--- src/rtl/screen_sequencer_if.sv ---
// screen_sequencer_if: game-flag, frame-timing and restart handshake between
// the game side (master) and the screen sequencer (slave).
interface screen_sequencer_if;
    logic       won;
    logic       lost;
    logic       frame_end;
    logic       restart_req;
    logic [1:0] sel;
    logic       blank;
    logic       hold_done;
    logic       restart_ack;
    modport master (
        output won, lost, frame_end, restart_req,
        input  sel, blank, hold_done, restart_ack
    );
    modport slave (
        input  won, lost, frame_end, restart_req,
        output sel, blank, hold_done, restart_ack
    );
endinterface

--- src/rtl/screen_sequencer.sv ---
// screen_sequencer: frame-aligned game/win/lose renderer select with result hold and restart pulse.
// Define SEQ_BLANK_EN to insert one black frame between screens.
module screen_sequencer #(
    parameter int HOLD_FRAMES = 180,
    parameter int CNT_W       = 8
) (
    input logic dclk,
    input logic clr,
    screen_sequencer_if.slave bus
);
`ifdef SEQ_BLANK_EN
    localparam bit BLANK_EN = 1'b1;
`else
    localparam bit BLANK_EN = 1'b0;
`endif
    localparam logic [CNT_W-1:0] HOLD = CNT_W'(HOLD_FRAMES);
    typedef enum logic [1:0] {GAME, FADE_IN, RESULT, FADE_OUT} state_t;
    state_t           state;
    logic             pending;
    logic             res_win;
    logic             req_q;
    logic [CNT_W-1:0] cnt;
    logic [1:0]       res_sel;
    logic             req_edge;
    assign res_sel  = res_win ? 2'b01 : 2'b10;
    assign req_edge = bus.restart_req & ~req_q;
    always_ff @(posedge dclk or posedge clr) begin
        if (clr) begin
            state           <= GAME;
            pending         <= 1'b0;
            res_win         <= 1'b0;
            req_q           <= 1'b0;
            cnt             <= '0;
            bus.sel         <= 2'b00;
            bus.blank       <= 1'b0;
            bus.hold_done   <= 1'b0;
            bus.restart_ack <= 1'b0;
        end else begin
            req_q           <= bus.restart_req;
            bus.restart_ack <= 1'b0;
            unique case (state)
                GAME: begin
                    // Only the registered pending flag qualifies a boundary, so a flag
                    // arriving with frame_end waits for the next one.
                    if (pending && bus.frame_end) begin
                        pending <= 1'b0;
                        if (BLANK_EN) begin
                            state     <= FADE_IN;
                            bus.blank <= 1'b1;
                        end else begin
                            state         <= RESULT;
                            bus.sel       <= res_sel;
                            cnt           <= '0;
                            bus.hold_done <= (HOLD == '0);
                        end
                    end else if (bus.won || bus.lost) begin
                        pending <= 1'b1;
                        res_win <= bus.won;
                    end
                end
                FADE_IN: begin
                    if (bus.frame_end) begin
                        state         <= RESULT;
                        bus.sel       <= res_sel;
                        bus.blank     <= 1'b0;
                        cnt           <= '0;
                        bus.hold_done <= (HOLD == '0);
                    end
                end
                RESULT: begin
                    // An accepted restart outranks a coincident frame_end.
                    if (req_edge && bus.hold_done) begin
                        state           <= FADE_OUT;
                        bus.restart_ack <= 1'b1;
                        bus.blank       <= BLANK_EN;
                        bus.hold_done   <= 1'b0;
                    end else if (bus.frame_end && cnt != HOLD) begin
                        cnt           <= cnt + 1'b1;
                        bus.hold_done <= (cnt + 1'b1 == HOLD);
                    end
                end
                FADE_OUT: begin
                    if (bus.frame_end && !bus.won && !bus.lost) begin
                        state     <= GAME;
                        bus.sel   <= 2'b00;
                        bus.blank <= 1'b0;
                    end
                end
            endcase
        end
    end
endmodule

--- src/flat_wrapper.sv ---
// flat-port wrapper written by rule: the top's interface ports become plain ports
module screen_sequencer_flat 
#(
    parameter int HOLD_FRAMES = 180,
    parameter int CNT_W       = 8
)
  (dclk, clr, bus_won, bus_lost, bus_frame_end, bus_restart_req, bus_sel, bus_blank, bus_hold_done, bus_restart_ack);
  screen_sequencer_if bus_i ();
  input logic dclk;
  input logic clr;
  input wire logic [$bits(bus_i.won)-1:0] bus_won;
  input wire logic [$bits(bus_i.lost)-1:0] bus_lost;
  input wire logic [$bits(bus_i.frame_end)-1:0] bus_frame_end;
  input wire logic [$bits(bus_i.restart_req)-1:0] bus_restart_req;
  output wire logic [$bits(bus_i.sel)-1:0] bus_sel;
  output wire logic [$bits(bus_i.blank)-1:0] bus_blank;
  output wire logic [$bits(bus_i.hold_done)-1:0] bus_hold_done;
  output wire logic [$bits(bus_i.restart_ack)-1:0] bus_restart_ack;
  assign bus_i.won = bus_won;
  assign bus_i.lost = bus_lost;
  assign bus_i.frame_end = bus_frame_end;
  assign bus_i.restart_req = bus_restart_req;
  assign bus_sel = bus_i.sel;
  assign bus_blank = bus_i.blank;
  assign bus_hold_done = bus_i.hold_done;
  assign bus_restart_ack = bus_i.restart_ack;
  screen_sequencer #(.HOLD_FRAMES(HOLD_FRAMES), .CNT_W(CNT_W)) u_core (.dclk(dclk), .clr(clr), .bus(bus_i));
endmodule
--- config.mk ---
export PLATFORM = sky130hd
export DESIGN_NAME = screen_sequencer_flat
export DESIGN_NICKNAME = d
export VERILOG_FILES = /design/src/rtl/screen_sequencer_if.sv /design/src/rtl/screen_sequencer.sv /design/src/flat_wrapper.sv
export SDC_FILE = /design/constraint.sdc
export NUM_CORES = 1
export LEC_CHECK = 0
export ABC_AREA = 1
export CORE_MARGIN = 1.5
export CORE_UTILIZATION = 49
export DETAILED_ROUTE_END_ITERATION = 6
export GPL_ROUTABILITY_DRIVEN = 1
export PLACE_DENSITY = 0.83
export SYNTH_ARGS = -nofsm -noshare
export SYNTH_HDL_FRONTEND = slang
export SYNTH_SLANG_ARGS = --single-unit
--- constraint.sdc ---
create_clock -name dclk -period 1.6 [get_ports dclk]
set_clock_uncertainty 0.15 [all_clocks]
set_input_delay 0.48 -clock dclk [delete_from_list [all_inputs] [get_ports dclk]]
set_output_delay 0.48 -clock dclk [all_outputs]
set_load 0.01 [all_outputs]
## Yosys cells after proc, flatten, opt, wreduce, memory -nomap -nowiden

Index checks and enable logic that the tools add are counted.

- Bits in registers: 18
- Input port bits: 6
- Output and inout port bits: 5
- Logic and storage cells: 71

- $add $sub $neg: 1
- Equality and inequality tests: 12
- Muxes and demuxes: 26
- Bitwise gates (word level): 3
- Reduce and logical (&&, ||, !) cells: 20

Operators by type and width:

| cell | count |
|---|---|
| 2-to-1 mux 8 bit | 4 |
| case mux 8 bit (3 select lines) | 1 |
| AND reduction 4 bit | 4 |
| 2-to-1 mux 2 bit | 7 |
| 2-to-1 mux 1 bit | 10 |
| nonzero test 3 bit | 3 |
| adder 8 x 1 -> 8 bit, second input constant | 1 |
| equality test 8 bit, second input constant | 1 |
| != test 2 x 1 -> 1 bit, second input constant | 4 |
| != test 8 bit, second input constant | 1 |
| case mux 2 bit (4 select lines) | 1 |
| case mux 1 bit (3 select lines) | 2 |
| case mux 2 bit (3 select lines) | 1 |
| logical AND 1 bit | 5 |
| AND reduction 5 bit | 1 |
| equality test 2 bit, second input constant | 2 |
| != test 2 bit, second input constant | 2 |
| != test 3 x 1 -> 1 bit, second input constant | 1 |
| AND reduction 3 bit | 1 |
| equality test 2 x 1 -> 1 bit, second input constant | 1 |
| logical NOT 1 bit | 2 |
| logical NOT 2 bit | 1 |
| inverter 1 bit | 2 |
| AND reduction 2 bit | 1 |
| 3 further kinds | 3 |

## Logic depth before layout (Yosys ltp)

Gate-level depths: netlist of run 1.

- Word-level depth: 5
- Mapped depth: 11
- Gate-level depth less buffers: 11

## Worst setup path after synthesis of run 1

Ideal clock, no wire load.

- Kind: register -> register
- Start: register u_core.cnt[0]
- End: register u_core.cnt[1]
- Setup time: 0.117 ns
- Arrival time: 1.245 ns
- Required time: 1.333 ns
- Setup slack: 0.088 ns
- Stages on the path, launching flop included: 12
- Path buffers: 1
- Clock period less this slack: 1.512 ns
- Path through: dfrtp_1 > inv_1 > ha_1 > nand2_1 > nor2_1 > nand2_1 > nand2_1 > nand2_2 > nand3_4 > buf_6 > nand2_2 > o21ai_2

- Longest elaborated chain between the ends: 4
- Elaborated cells on any way between the ends: 8
- Those cells by class: add/sub: 1; eq/ne: 2; mux: 3; reduce/logical: 2

RTL lines:

| item | RTL line | RTL |
|---|---|---|
| from (decl) | screen_sequencer.sv:22 | `logic [CNT_W-1:0] cnt;` |
| from (signal assigned) | screen_sequencer.sv:78 | `cnt <= cnt + 1'b1;` |
| adder 8 x 1 -> 8 bit or != test 8 bit (tied branches) | screen_sequencer.sv:78, screen_sequencer.sv:77 |  |
| 2-to-1 mux 8 bit or logical AND 1 bit (tied branches) | screen_sequencer.sv:77 | `end else if (bus.frame_end && cnt != HOLD) begin` |
| 2-to-1 mux 8 bit or != test 2 x 1 -> 1 bit (tied branches) | n/a |  |
| case mux 8 bit (3 select lines) or AND reduction 5 bit (tied branches) | n/a |  |

Parallel ways exist; a longest one is shown, timed or not. The select of a mux whose other input is x is not followed.
A chain may end at the register's enable or synchronous reset.

## Final worst setup path of run 1

- Start: register u_core.bus.restart_ack
- End: output port bus_restart_ack

RTL lines:

| item | RTL line | RTL |
|---|---|---|
| from (decl) | screen_sequencer_if.sv:18 | `output sel, blank, hold_done, restart_ack` |
| from (signal assigned) | screen_sequencer.sv:37 | `bus.restart_ack <= 1'b0;` |
| from (signal assigned) | screen_sequencer.sv:40 | `bus.restart_ack <= 1'b0;` |
| from (signal assigned) | screen_sequencer.sv:74 | `bus.restart_ack <= 1'b1;` |
| to (decl) | flat_wrapper.sv:18 | `output wire logic [$bits(bus_i.restart_ack)-1:0] bus_restart_ack;` |

No word-level cell between the ends.

==> flow_metrics.tcl, run 1 <==
set metrics [dict create \
    synth_cell_types 23 \
    cts-root-buf "clkbuf_4" \
    synth_edf_count 0 \
    portBuffers 9 \
    clock_latency_ns 0.30 \
    antennaDiodeCount 0 \
    drc 0 \
    grt_usage_pct 21.4 \
    finalCriticalPeriod_ns 1.57 \
    netlist_area_sq_um 1050 \
    die_w_um 49.4 \
    area_delta_synth_final_pct 32.7 \
    antenna_found_initial 0 \
    setup_violations 0 \
    crit_buf_inv 1 \
    clk_pin_slew_worst_paths_ns 0.10 \
    min_path_type "in -> reg" \
    worstPathArrival_ns 0.94 \
    fin_crit_sh_pct 98.4 \
    pin_count 11 \
    synth_top_cell_area_share_pct 40.3 \
    numClockSinks 17 \
    criticalPathCategory "reg -> out" \
    crit_path_start_kind "flip-flop" \
    critPathCaptureType "output port" \
    hpwl_um 1590 \
    holdWs_ns 0.290 \
    wl_per_cell_um 13.1 \
    worstPathMaxFanout 1 \
    outcome "completed" \
    slew_violations 0 \
    coreArea_sq_um 2000 \
    grt_pass1_wl_um 4000 \
    critical_path_required_ns 0.97 \
    drtIter0Drc 28 \
    power.density_nw_per_um2 1000 \
    synth_seq_cells 17 \
    max_freq_mhz 635 \
    syn_nets 146 \
    synth_warnings 0 \
    grt_overflow 0 \
    r2r-start "u_core.cnt[1]" \
    ir_drop_v 0.000928 \
    worstPathCellList "dlygate4sd2_1" \
    cpPeakStageDelay_ns 0.37 \
    rsz0062_at_grt "yes" \
    dr_total_vias 977 \
    synth_area_leaders "dfrtp_1 (40%), nand2_1 (17%), o21ai_2 (7.5%)" \
    htree_levels 1 \
    clock_path_buffers 2 \
    crit_slowest_cell "dfrtp_1" \
    drt_pre_antenna_iters 4 \
    maxCapViolCount 0 \
    dieArea_sq_um 2440 \
    hold_path_startpoint "bus_won" \
    drtAntennaViolNets 0 \
    cts-buffers-inserted 3 \
    ctsHoldBuffers 0 \
    synth_ff_type "dfrtp_1" \
    drive_above_1_share_pct 42.3 \
    start_util_pct 52.7 \
    crit_start "u_core.bus.restart_ack" \
    ys_top_cells_by_count "nand2_1 (47), dfrtp_1 (17), inv_1 (15), nor2_1 (14)" \
    num_rows 16 \
    yosysSeqAreaShare_pct 40.3 \
    wirelength_um 2490 \
    synth_top_area_cell "dfrtp_1" \
    via_per_inst 5.14 \
    final_nets 172 \
    grt_max_degree 18 \
    synthArstFlopShare_pct 100 \
    yosysMostFrequentCell "nand2_1" \
    tns_ns 0 \
    grt_pass1_vias 908 \
    path_delay_family "flip-flops" \
    p_leak_nw 0.683 \
    cts_tree "built" \
    hold_viol_final 0 \
    gp_congestion 0.833 \
    postSynthCellCount 138 \
    syn_area_per_cell_sq_um 7.64 \
    chipHeight_um 49.4 \
]
## worst register-to-register path: cells and delay by family, from the launching register on
kind                     cells  cell delay [ns]
adder cells (fa/ha/maj)      1             0.16
buffers and inverters        1             0.06
flip-flops                   1             0.41
AO/OA/AOI/OAI                1             0.05
AND/OR/NAND/NOR              7             0.64
## through the flow
step / cells / util [%] / setup slack (ns) / area (sq um) / power, W
6_report: 190 / 69.9 / 0.0258 / 1400 / 0.00140
5_1_grt: 190 / 69.9 / -0.0762 / 1400 / 0.00149
4_1_cts: 189 / 66.2 / 0.00686 / 1330 / 0.00132
3_5_place_dp: 182 / 61.8 / -0.445 / 1240 / 0.00103
3_3_place_gp: 182 / 61.8 / -0.389 / 1240 / 0.00100
2_1_floorplan: 138 / - / 0.0884 / 1050 / 0.000918
## final cells by class
type,instances,area [sq um]
Timing Repair Buffer,24,201
Inverter,15,56.3
Clock buffer,3,22.5
Sequential cell,17,429
Tap cell,27,33.8
Multi-Input combinational cell,103,652
Fill cell,139,602
Clock inverter,1,5.00
## cell families after synthesis
logic type      after synthesis  synth area share [%]
xor+xnor                      1                 0.831
buf+inv                      19                  8.30
flops                        17                  40.3
fa+ha+maj                     2                  2.37
simple gates                 77                  34.3
compound gates               21                  13.5
other cells                   1                 0.356
## power by group
group	internal, W	switching [W]	total (W)
combinational	0.000245	0.000289	0.000534
clock	0.0000934	0.000144	0.000238
sequential	0.000507	0.000121	0.000629
total	0.000845	0.000555	0.00140
## final timing paths
| path | slack [ns] | cells past startpoint | endpoint |
|---|---|---|---|
| min in group asynchronous | 0.33 | 3 | u_core.cnt[6] |
| worst max register to register | 0.03 | 10 | u_core.cnt[1] |
| worst max-delay path | 0.03 | 1 | bus_restart_ack |
| worst min register to register | 0.32 | 1 | u_core.bus.sel[1] |
| max in group asynchronous | 0.76 | 3 | u_core.state[0] |
| worst min-delay path | 0.29 | 3 | u_core.res_win |
## sequential cells by signal, indices dropped and copies added, names as in the netlist
| signal | count |
|---|---|
| u_core.res_win | 1 |
| u_core.bus.sel | 2 |
| u_core.state | 2 |
| u_core.bus.hold_done | 1 |
| u_core.req_q | 1 |
| u_core.pending | 1 |
| u_core.cnt | 8 |
| u_core.bus.restart_ack | 1 |
## what timing repair did
item | 4_1_cts | 5_1_grt
pin swaps | 2 | 11
setup endpoints to repair | 16 | 14
resized for setup | 22 | 25
gates cloned | 1 | 0
setup buffers | 2 | 1
## layout by cell type (no fill, tap or decap), types with 2 or more instances in the layout
master,n
nand2_1,36
buf_4,14
clkbuf_4,3
nand3b_1,2
inv_1,11
o21ai_0,7
nand2_2,13
nor2_4,2
nand3_1,2
clkdlybuf4s50_1,3
clkdlybuf4s15_1,2
inv_2,4
dlygate4sd2_1,2
nand3_2,2
nor2_2,4
nand3_4,2
nor2_1,10
dfrtp_1,14
dfrtp_2,3
o21ai_2,11
nand2_4,3
## per-layer routing
metal | GRT usage (%) | wire (um) | up-vias
met5 | 0 | 0 | -
met4 | 5.56 | 35 | 0
met3 | 5.83 | 173 | 7
met2 | 35.6 | 1240 | 48
met1 | 27.4 | 1040 | 438
li1 | - | - | 484
No activity file was read; power rests on OpenSTA's default activity.
==> run 2, diff against run 1 <==
CELL_PAD_IN_SITES_DETAIL_PLACEMENT = 0   (was unset)
CELL_PAD_IN_SITES_GLOBAL_PLACEMENT = 1   (was unset)
CORE_UTILIZATION = 36   (was 49)
==> flow_metrics.tcl, run 2 (synthesis gave the netlist of run 1 again) <==
set metrics [dict create \
    p_leak_nw 0.665 \
    largest_reg_flops 8 \
    antennaDiodeCount 0 \
    clock_latency_ns 0.29 \
    criticalPathCategory "in -> reg" \
    crit_path_start_kind "input port" \
    clk_pin_slew_worst_paths_ns 0.11 \
    hpwl_um 1610 \
    drtIter0Drc 35 \
    worstPathMaxFanout 2 \
    crit_buf_inv 2 \
    cts-root-buf "clkbuf_4" \
    fillerInstances 275 \
    cpPeakStageDelay_ns 0.42 \
    maxCapViolCount 0 \
    pin_count 11 \
    grt_overflow 0 \
    wirelength_um 2240 \
    final_nets 171 \
    start_util_pct 38.2 \
    coreArea_sq_um 2760 \
    tns_ns 0 \
    layout_commonest_cell "nand2_1" \
    crit_start "bus_lost" \
    outcome "completed" \
    crit_end "u_core.state[1]" \
    sequentialPowerShare_pct 45.7 \
    reg_top3 "u_core.cnt (8), u_core.bus.sel (2), u_core.state (2)" \
    path_delay_family "buffers and inverters" \
    worstPathArrival_ns 1.63 \
    r2r-end "u_core.state[1]" \
    worstPathCellList "clkdlybuf4s50_1 > nor2_2 > inv_2 > o21ai_4 > nand2_1 > or2_2" \
    numClockSinks 17 \
    fin_area_sq_um 1330 \
    crit_slowest_cell "clkdlybuf4s50_1" \
    cts_tree "built" \
    slew_violations 0 \
    cts-buffers-inserted 3 \
    clock_power_share_pct 18.3 \
    grt_usage_pct 15.2 \
    drive_above_1_share_pct 34.6 \
    fin_cells 193 \
    min_path_type "reg -> reg" \
    num_rows 19 \
    wl_per_cell_um 11.6 \
    dr_total_vias 932 \
    max_freq_mhz 629 \
    setup_violations 0 \
    fin_crit_sh_pct 99.4 \
    finalCriticalPeriod_ns 1.59 \
    clock_path_buffers 2 \
    dieArea_sq_um 3260 \
    largest-register "u_core.cnt" \
    rsz0062_at_grt "yes" \
    placed_cells 187 \
    sw_frac_of_total_pct 38.2 \
    grt_max_degree 18 \
    critical_path_required_ns 1.64 \
    critPathCaptureType "flip-flop" \
    r2r_setup_slack_ns 0.07 \
    drc 0 \
    ir_drop_v 0.000715 \
    placed_area_sq_um 1250 \
    hold_viol_final 0 \
    internal_power_w 0.000812 \
    drtAntennaViolNets 0 \
    r2r_cells 6 \
    utilization_pct 48.4 \
    die_w_um 57.1 \
    gp_congestion 0.786 \
    htree_levels 1 \
    grt_pass1_vias 857 \
    portBuffers 9 \
    via_per_inst 4.83 \
    final_cell_mix "nand2_1 (43), dfrtp_1 (15), buf_4 (14)" \
    grt_pass1_wl_um 3840 \
    chipHeight_um 57.1 \
    antenna_found_initial 0 \
    ctsHoldBuffers 0 \
    p_switching_w 0.000501 \
    r2r-start "u_core.state[0]" \
    cp_num_cells 6 \
    area_delta_synth_final_pct 26.5 \
    combPwrFrac_pct 36.0 \
    drt_pre_antenna_iters 6 \
    power.density_nw_per_um2 984 \
]
-- run 2: cell types whose count changed in the layout (fill, tap and decap cells not counted), moves of 4 or more --
| cell | change |
|---|---|
| nand2_2 | -7 |
| o21ai_0 | -4 |
| o21ai_1 | +4 |
| nand2_1 | +7 |
-- run 2: worst register-to-register path, delay by kind of cell (launching register included) --
kind	cells	cell delay, ns
buffers and inverters	1	0.14
flip-flops	1	0.49
AND/OR/NAND/NOR	5	0.65
-- run 2: what timing repair did --
action | 4_1_cts | 5_1_grt
resized for setup | 12 | 25
pin swaps | 0 | 5
setup endpoints to repair | 17 | 17
setup buffers | 0 | 1
cloned | 1 | 0
hold endpoints to repair | 0 | 0
-- run 2: final cells by class --
cell class	instances	area [sq um]	area share (%)
multi-input combinational	103	604	45.3
sequential	17	428	32.1
timing repair buffer	23	179	13.4
inverter	15	56.3	4.22
tap	31	38.8	2.91
clock buffer	3	22.5	1.69
clock inverter	1	5.00	0.375
-- run 2: worst min-delay path by stage --
| stage | from | end | slack, ns | depth (start not counted) |
|---|---|---|---|---|
| after CTS | clr | u_core.bus.sel[0] | 0.34 | 3 |
| after global routing | u_core.res_win | u_core.bus.sel[1] | 0.34 | 1 |
| after global placement | u_core.res_win | u_core.bus.sel[1] | 0.30 | 1 |
| after detailed placement | u_core.res_win | u_core.bus.sel[1] | 0.33 | 1 |
| final | u_core.res_win | u_core.bus.sel[1] | 0.33 | 1 |
| after floorplan | clr | u_core.bus.hold_done | 0.26 | 1 |
-- run 2: stage by stage --
step,worst slack [ns],total power [W],hold slack (ns)
after CTS,0.0141,0.00130,0.335
final,0.00905,0.00131,0.326
after global routing,-0.0485,0.00143,0.340
after detailed placement,-0.505,0.00105,0.325
after floorplan,0.0884,0.000918,0.256
after global placement,-0.430,0.00104,0.297
-- run 2: routing by layer --
layer  vias to the layer above  wire length [um]  track usage, %
met4                         0                13            4.98
met1                       427              1090            22.7
met3                         2                84            2.72
li1                        481                 -               -
met2                        22              1060            22.3
met5                         -                 0               0
-- run 2: power groups by stage --
stage	sequential [W]	clock [W]	combinational, W
floorplan	0.000569	0	0.000349
global placement	0.000599	0	0.000440
detailed placement	0.000601	0	0.000451
CTS	0.000592	0.000251	0.000459
global route	0.000614	0.000272	0.000542
finish	0.000600	0.000240	0.000473
==> run 3, diff against run 2 <==
CORE_UTILIZATION = 38   (was 36)
CTS_BUF_LIST = sky130_fd_sc_hd__clkbuf_8   (was unset)
PLACE_DENSITY = 0.86   (was 0.83)
==> flow_metrics.tcl, run 3 (synthesis gave the netlist of run 1 again) <==
set metrics [dict create \
    dr_total_vias 934 \
    grt_overflow 0 \
    holdWs_ns 0.249 \
    r2r_cells 10 \
    clock_power_share_pct 22.3 \
    htree_levels 1 \
    via_per_inst 4.94 \
    outcome "completed" \
    critical_path_required_ns 1.58 \
    cts-root-buf "clkbuf_8" \
    layout_commonest_cell "nand2_1" \
    portBuffers 9 \
    coreArea_sq_um 2540 \
    combPwrFrac_pct 33.7 \
    cts_tree "built" \
    chipHeight_um 55.7 \
    ir_drop_v 0.000763 \
    p_leak_nw 0.685 \
    p_switching_w 0.000516 \
    critPathCaptureType "flip-flop" \
    wirelength_um 2260 \
    cpPeakStageDelay_ns 0.28 \
    power.density_nw_per_um2 1030 \
    grt_pass1_vias 901 \
    hold_path_startpoint "bus_restart_req" \
    clk_pin_slew_worst_paths_ns 0.07 \
    area_delta_synth_final_pct 28.6 \
    num_rows 18 \
    r2r_setup_slack_ns 0.07 \
    largest_reg_flops 8 \
    fin_cells 189 \
    grt_pass1_wl_um 3830 \
    reg_top3 "u_core.cnt (8), u_core.bus.sel (2), u_core.state (2)" \
    ctsHoldBuffers 0 \
    cts-buffers-inserted 3 \
    drtAntennaViolNets 0 \
    criticalPathCategory "in -> reg" \
    r2r-start "u_core.cnt[0]" \
    cts_setup_buffers 0 \
    hold_viol_final 0 \
    finalCriticalPeriod_ns 1.60 \
    drive_above_1_share_pct 35.8 \
    max_freq_mhz 627 \
    clock_path_buffers 2 \
    grt_usage_pct 15.5 \
    numClockSinks 17 \
    worstHoldEndpoint "u_core.req_q" \
    wl_per_cell_um 12.0 \
    worstPathArrival_ns 1.58 \
    hold_path_depth 1 \
    crit_path_start_kind "input port" \
    sw_frac_of_total_pct 37.0 \
    maxCapViolCount 0 \
    antennaDiodeCount 0 \
    r2r-end "u_core.cnt[0]" \
    slew_violations 0 \
    min_path_type "in -> reg" \
    tns_ns 0 \
    worstPathMaxFanout 4 \
    pre_cts_ws_ns -0.487 \
    dieArea_sq_um 3100 \
    gp_congestion 0.813 \
    final_cell_mix "nand2_1 (36), dfrtp_1 (15), inv_1 (13), nand2_2 (13)" \
    largest-register "u_core.cnt" \
    crit_slowest_cell "dlygate4sd2_1" \
    antenna_found_initial 0 \
    placed_area_sq_um 1230 \
    pin_count 11 \
    final_nets 168 \
    sequentialPowerShare_pct 44.1 \
    worstPathCellList "dlygate4sd2_1 > inv_1 > nand3_1 > nand2_4 > nor2_8 > buf_4 > or2_2" \
    hpwl_um 1580 \
    clock_latency_ns 0.25 \
    worst_slack_ns 0.00420 \
    drt_pre_antenna_iters 4 \
    fin_area_sq_um 1360 \
    setup_violations 0 \
    drc 0 \
    drtIter0Drc 25 \
    rsz0062_at_grt "yes" \
    start_util_pct 41.4 \
    die_w_um 55.7 \
    placed_cells 184 \
    fin_crit_sh_pct 99.7 \
    internal_power_w 0.000881 \
    grt_max_degree 18 \
]
run 3: critical path, delay by kind of cell:
family | cells | cell delay, ns
simple gates | 4 | 0.56
buf+inv | 3 | 0.53
run 3: per-stage QoR:
| step | utilization [%] | power (W) |
|---|---|---|
| final | 53.3 | 0.00140 |
| after CTS | 51.1 | 0.00136 |
| after detailed placement | 48.5 | 0.00103 |
| after global placement | 48.5 | 0.00102 |
| after global routing | 53.3 | 0.00152 |
| after floorplan | - | 0.000918 |
run 3: what timing repair did:
| action | 4_1_cts | 5_1_grt |
|---|---|---|
| gates resized for setup | 17 | 23 |
| pin swaps | 3 | 8 |
| setup endpoints to repair | 17 | 11 |
| cloned | 1 | 0 |
run 3: metal layers:
layer	GRT usage, %	vias up	wire length (um)
li1	-	474	-
met1	21.1	434	1020
met2	25.7	24	1150
met3	2.09	2	80
met4	4.18	0	10
met5	0	-	0
run 3: cell type report:
class	instances	area (sq um)
clock buffers	3	41.3
clock inverters	1	3.75
fillers	250	1190
inverters	15	56.3
multi-input cells	103	622
flip-flops and latches	17	428
well taps	30	37.5
repair buffers	20	168
run 3: how the worst max path moves through the flow:
stage	start	endpoint	slack [ns]	cells after the start
6_report	bus_frame_end	u_core.state[1]	0.004	7
5_1_grt	u_core.cnt[0]	u_core.bus.hold_done	-0.04	12
4_1_cts	u_core.state[0]	u_core.state[1]	0.02	6
3_5_place_dp	bus_frame_end	u_core.cnt[5]	-0.49	8
3_3_place_gp	bus_frame_end	u_core.cnt[5]	-0.42	8
2_1_floorplan	u_core.cnt[0]	u_core.cnt[1]	0.09	11
run 3: power groups by stage:
stage | Clock, W | Combinational [W] | Sequential [W]
global placement | 0 | 0.000422 | 0.000603
floorplan | 0 | 0.000349 | 0.000569
finish | 0.000311 | 0.000470 | 0.000616
global route | 0.000345 | 0.000543 | 0.000629
CTS | 0.000322 | 0.000439 | 0.000596
detailed placement | 0 | 0.000431 | 0.000603
